**src/rtl/mlp_pkg.sv**
```systemverilog
// Shared types and default sizing for the MLP input stage: bank states,
// filler FSM states and the default frame geometry.
package mlp_pkg;
  localparam int N_DEFAULT                = 8;
  localparam int NUM_INPUTS_DEFAULT       = 62;
  localparam int CLOG2_NUM_INPUTS_DEFAULT = 6;

  typedef enum logic [1:0] {
    BANK_EMPTY   = 2'd0,
    BANK_FILLING = 2'd1,
    BANK_FULL    = 2'd2
  } bank_state_t;

  typedef enum logic {
    FSM_FILL  = 1'b0,
    FSM_DRAIN = 1'b1
  } fill_state_t;
endpackage

```
**src/rtl/mlp_frame_bank.sv**
```systemverilog
// One frame bank: pixel register array written one pixel at a time, a state
// register, and the whole frame exposed as a flat vector.
module mlp_frame_bank
  import mlp_pkg::*;
#(
  parameter int n                      = N_DEFAULT,
  parameter int number_of_inputs       = NUM_INPUTS_DEFAULT,
  parameter int clog2_number_of_inputs = CLOG2_NUM_INPUTS_DEFAULT
) (
  input  logic                              clk,
  input  logic                              rst,
  input  logic                              i_wr_en,
  input  logic [clog2_number_of_inputs-1:0] i_idx,
  input  logic [n-1:0]                      i_pixel,
  input  bank_state_t                       i_state_d,
  output bank_state_t                       o_state,
  output logic [number_of_inputs*n-1:0]     o_data
);
  logic [n-1:0] r_pix [number_of_inputs];
  bank_state_t  r_state;

  always_ff @(posedge clk or posedge rst) begin
    if (rst) r_state <= BANK_EMPTY;
    else     r_state <= i_state_d;
  end

  // Pixel storage carries no reset; the top gates it off whenever the bank is not FULL.
  always_ff @(posedge clk) begin
    if (i_wr_en) r_pix[i_idx] <= i_pixel;
  end

  for (genvar g = 0; g < number_of_inputs; g++) begin : g_flat
    assign o_data[g*n +: n] = r_pix[g];
  end

  assign o_state = r_state;
endmodule

```
**src/rtl/mlp_input_buffer.sv**
```systemverilog
// Ping-pong input buffer: assembles a serial pixel stream into full frames,
// holding one frame for the MLP while the other bank fills.
module mlp_input_buffer
  import mlp_pkg::*;
#(
  parameter int n                      = N_DEFAULT,
  parameter int number_of_inputs       = NUM_INPUTS_DEFAULT,
  parameter int clog2_number_of_inputs = CLOG2_NUM_INPUTS_DEFAULT
) (
  input  logic                          clk,
  input  logic                          rst,
  input  logic                          in_valid,
  input  logic [n-1:0]                  in_data,
  input  logic                          in_last,
  output logic                          in_ready,
  output logic                          out_valid,
  output logic [number_of_inputs*n-1:0] data,
  input  logic                          frame_release,
  output logic                          frame_error
);
  localparam int DW = number_of_inputs * n;
  localparam logic [clog2_number_of_inputs-1:0] LAST_IDX =
    clog2_number_of_inputs'(number_of_inputs - 1);

  logic                              r_run;
  logic                              r_wr_ptr;
  logic                              r_rd_ptr;
  logic [clog2_number_of_inputs-1:0] r_idx;
  fill_state_t                       r_fill_st;
  logic                              r_frame_error;

  bank_state_t w_state   [2];
  bank_state_t w_state_d [2];
  logic [DW-1:0] w_bank_data [2];
  logic [1:0]  w_wr_sel;
  logic [1:0]  w_rd_sel;
  bank_state_t w_wr_state;
  bank_state_t w_rd_state;
  logic [DW-1:0] w_rd_data;
  logic w_accept, w_fill_beat, w_at_last, w_complete, w_bad_frame, w_missing, w_release;

  assign w_wr_sel   = {r_wr_ptr, ~r_wr_ptr};
  assign w_rd_sel   = {r_rd_ptr, ~r_rd_ptr};
  assign w_wr_state = r_wr_ptr ? w_state[1] : w_state[0];
  assign w_rd_state = r_rd_ptr ? w_state[1] : w_state[0];
  assign w_rd_data  = r_rd_ptr ? w_bank_data[1] : w_bank_data[0];

  // r_run keeps in_ready low during reset and releases it one edge later.
  assign in_ready  = r_run && ((r_fill_st == FSM_DRAIN) || (w_wr_state != BANK_FULL));
  assign out_valid = (w_rd_state == BANK_FULL);
  assign data      = out_valid ? w_rd_data : '0;
  assign frame_error = r_frame_error;

  assign w_accept    = in_valid && in_ready;
  assign w_fill_beat = w_accept && (r_fill_st == FSM_FILL);
  assign w_at_last   = (r_idx == LAST_IDX);
  assign w_complete  = w_fill_beat && in_last && w_at_last;
  assign w_missing   = w_fill_beat && !in_last && w_at_last;
  assign w_bad_frame = (w_fill_beat && in_last && !w_at_last) || w_missing;
  assign w_release   = frame_release && out_valid;

  // Release always hits the FULL read bank and a fill beat hits the non-FULL
  // write bank, so the two updates never land on the same bank.
  always_comb begin
    for (int b = 0; b < 2; b++) begin
      w_state_d[b] = w_state[b];
      if (w_release && w_rd_sel[b]) w_state_d[b] = BANK_EMPTY;
      if (w_fill_beat && w_wr_sel[b]) begin
        if (w_complete)       w_state_d[b] = BANK_FULL;
        else if (w_bad_frame) w_state_d[b] = BANK_EMPTY;
        else                  w_state_d[b] = BANK_FILLING;
      end
    end
  end

  for (genvar g = 0; g < 2; g++) begin : g_bank
    mlp_frame_bank #(
      .n                      (n),
      .number_of_inputs       (number_of_inputs),
      .clog2_number_of_inputs (clog2_number_of_inputs)
    ) u_bank (
      .clk       (clk),
      .rst       (rst),
      .i_wr_en   (w_fill_beat && w_wr_sel[g]),
      .i_idx     (r_idx),
      .i_pixel   (in_data),
      .i_state_d (w_state_d[g]),
      .o_state   (w_state[g]),
      .o_data    (w_bank_data[g])
    );
  end

  always_ff @(posedge clk or posedge rst) begin
    if (rst) begin
      r_run         <= 1'b0;
      r_wr_ptr      <= 1'b0;
      r_rd_ptr      <= 1'b0;
      r_idx         <= '0;
      r_fill_st     <= FSM_FILL;
      r_frame_error <= 1'b0;
    end else begin
      r_run         <= 1'b1;
      r_frame_error <= w_bad_frame;
      if (w_complete) r_wr_ptr <= ~r_wr_ptr;
      if (w_release)  r_rd_ptr <= ~r_rd_ptr;
      if (w_fill_beat) begin
        if (in_last || w_at_last) r_idx <= '0;
        else                      r_idx <= r_idx + 1'b1;
      end
      case (r_fill_st)
        FSM_FILL:  if (w_missing) r_fill_st <= FSM_DRAIN;
        FSM_DRAIN: if (w_accept && in_last) r_fill_st <= FSM_FILL;
        default:   r_fill_st <= FSM_FILL;
      endcase
    end
  end
endmodule

```
**config.mk**
```make
export PLATFORM = sky130hd
export DESIGN_NAME = mlp_input_buffer
export DESIGN_NICKNAME = d
export VERILOG_FILES = /design/src/rtl/mlp_pkg.sv /design/src/rtl/mlp_frame_bank.sv /design/src/rtl/mlp_input_buffer.sv
export SDC_FILE = /design/constraint.sdc
export NUM_CORES = 1
export LEC_CHECK = 0
export CORE_MARGIN = 2
export CORE_UTILIZATION = 60
export CTS_BUF_LIST = sky130_fd_sc_hd__clkbuf_4 sky130_fd_sc_hd__clkbuf_8
export DETAILED_ROUTE_END_ITERATION = 7
export MAX_ROUTING_LAYER = met4
export PLACE_DENSITY = 0.9
export SYNTH_ARGS = -nofsm -noshare
export SYNTH_HDL_FRONTEND = slang
export SYNTH_SLANG_ARGS = --single-unit
export TNS_END_PERCENT = 1
```
**constraint.sdc**
```tcl
create_clock -name clk -period 3.2 [get_ports clk]
set_input_delay 0.32 -clock clk [delete_from_list [all_inputs] [get_ports clk]]
set_output_delay 0.32 -clock clk [all_outputs]
set_load 0.01 [all_outputs]
```
==> metrics.yaml <==
yosysMostFrequentCell: "edfxtp_1"
tightest_slew_ns: 0.995
syn_avg_cell_area_um2: 16.5
drive_gt1_share_pct: 13.2
firstDrtPassIters: 5
status: "finished, violations left"
area_growth_syn_to_layout_pct: 26.0
crit_fanout: 55
syn_area_mm2: 0.0387
tritoncts: "yes"
grt_pass1_wl_mm: 150
synth_top_family_by_area: "multiplexers"
htree_num_levels: 4
routed_via_density: 5.88
synth_compound_area_share_pct: 0.301
synth-seq-cells: 1007
synth_top_area_share_pct: 77.0
syn_inst: 2351
arrival_ns: 3.00
port_buffers: 511
crit_start: "g_bank[0].u_bank.o_state[0]$_DFFE_PP0P_"
synth_area_leaders: "edfxtp_1 (77%), mux2i_1 (13%), nor2_1 (6.1%)"
drv_slew: 0
slew_headroom_pct: 33.7
synth_mux_area_share_pct: 12.9
max_freq_mhz: 301
startpoint_type: "flop"
clkLatencyLatePin_ns: 0.79
grt_max_degree: 103
drc: 0
powerDensity_mw_per_mm2: 526
required_ns: 2.88
die_height_um: 258
total_power_w: 0.0256
gp_congestion: 0.862
dr_total_vias: 23500
drt_iter0_markers: 2722
antenna_found_initial: 3
core_region_area_mm2: 0.0641
root_buffer: "clkbuf_8"
yosysTopAreaCell: "edfxtp_1"
die_area_mm2: 0.0666
drv_cap: 0
routed_wl_mm: 104
post-route-period-util_pct: 104
fin_ws_ns: -0.122
r2r-start: "r_wr_ptr$_DFFE_PP0P_"
overflow: 0
min_from: "in_data[3]"
setup_viol: 23
ys_top_cells_by_count: "edfxtp_1 (992), nor2_1 (626), mux2i_1 (498)"
violations: "negative setup slack"
synth_edf_count: 992
dp_hpwl_mm: 63.1
synth_fa_ha_area_share_pct: 0.0646
ys_warn_count: 0
vdd_ir_drop_max_mv: 0.473
wl_per_cell_um: 26.0
grt_use_total_pct: 31.9
cts_max_path_buffers: 3
ios: 512
yosys.area_share.simple_pct: 7.10
synth_ff_type: "edfxtp_1"
ys_seq_area_share_pct: 77.9
detail-route-antenna-nets: 0
rsz0062_at_grt: "true"
die_x_um: 258
endpoint_kind: "output port"
synth_cell_types: 43
async_reset_ff_share_pct: 1.49
syn_nets: 2366
fin_skew_ns: 0.0307
start_util_pct: 60.4
utilization_pct: 76.1
final.min_clock_period_ns: 3.32
hold_class: "input port to flop"
clkTransAtPathRegs_ns: 0.06
finalHoldViolCount: 0
rows: 93
cellLeakagePower_nw: 18.2
synth-xor-area-share_pct: 0.0453
critical_path_class: "flop to output port"
final_nets: 3040
numClockSinks: 1007
cts-buffers-inserted: 152
grt_pass1_vias: 23700
-- worst max-delay path, stage by stage, from the launching register on --
cell and delay, ns:
dfrtp_1 0.42, nand2b_1 0.20, o21a_4 0.29, buf_16 0.21, buf_12 0.22, nor2_1 0.24
clkdlybuf4s50_1 0.59
-- worst paths after layout --
check / endpoint / slack (ns) / cells after the start
worst min-delay path: g_bank[1].u_bank.r_pix[42][3]$_DFFE_PP_ / 0.09 / 1
worst min register to register: r_fill_st$_DFF_PP0_ / 0.55 / 1
worst max register to register: g_bank[1].u_bank.r_pix[24][1]$_DFFE_PP_ / 0.33 / 4
min in group asynchronous: r_idx[1]$_DFFE_PP0N_ / 0.55 / 3
worst max-delay path: data[289] / -0.12 / 6
max in group asynchronous: r_rd_ptr$_DFFE_PP0P_ / 2.20 / 3
-- final cells by class --
type	count	area, um^2
flip-flops and latches	1007	30200
multi-input cells	1213	8020
repair buffers	647	6610
clock inverters	62	390
inverters	4	15.0
diodes	3	7.51
fillers	3333	15300
well taps	855	1070
clock buffers	201	2500
-- state kept, by name (all words and copies together) (netlist names) --
name                   count
g_bank.u_bank.r_pix      992
r_idx                      6
g_bank.u_bank.o_state      4
frame_error                1
r_fill_st                  1
r_rd_ptr                   1
r_run                      1
r_wr_ptr                   1
-- placed cells by master (no fill, tap or decap), drive strengths merged, types with 5 or more instances in the layout --
cell type,netlist,final
edfxtp,992,992
nor2,626,626
mux2i,498,498
clkdlybuf4s50,0,423
clkbuf,18,203
buf,109,139
clkinv,0,50
dlymetal6s2s,0,45
dlygate4sd2,0,35
nand2,22,22
dfrtp,15,15
nand3,12,12
o21ai,8,8
inv,4,8
nand3b,5,5
-- per-layer routing --
layer,share of wire (%),vias up,global-route usage (%),routed length (um)
met1,37,11700,41.0,38300
met2,49,1528,49.8,50900
met3,9.5,265,6.06,9860
met4,4.4,0,14.7,4520
met5,0,-,-,0
li1,-,10000,-,-
-- per-stage QoR --
stage	instances	setup TNS (ns)	hold WS, ns	area (um^2)	setup WS, ns
global placement	3714	0	0.529	45400	0.327
finish	3992	-0.807	0.0897	48800	-0.122
floorplan	2351	0	0.221	38700	1.15
CTS	3989	-5.72	0.0380	48600	-0.145
detailed placement	3714	0	0.539	45400	0.156
global route	3992	-22.83	0.0611	48800	-0.170
-- cell families after synthesis --
family | Yosys count
DFF | 1007
adders and majority gates | 2
buffers and inverters | 131
AOI/OAI and AO/OA | 19
other | 1
muxes | 500
xor gates and xnor gates | 2
and+or+nand+nor | 689
-- power breakdown --
group,switching [W],internal [W],leakage (nW),total [W]
registers,0.0000353,0.0145,9.11,0.0146
clock network,0.00477,0.00539,1.52,0.0102
logic,0.000629,0.000299,7.58,0.000928
-- what timing repair did --
| item | CTS | global route |
|---|---|---|
| endpoints found under the setup margin | 395 | 342 |
| cloned | 5 | 0 |
| setup buffers | 5 | 0 |
| hold buffers | 2 | 0 |
| hold endpoints to repair | 35 | 0 |
| pin swaps | 1 | 0 |
| gates resized for setup | 81 | 56 |
Power figures use the tool's default switching activity.
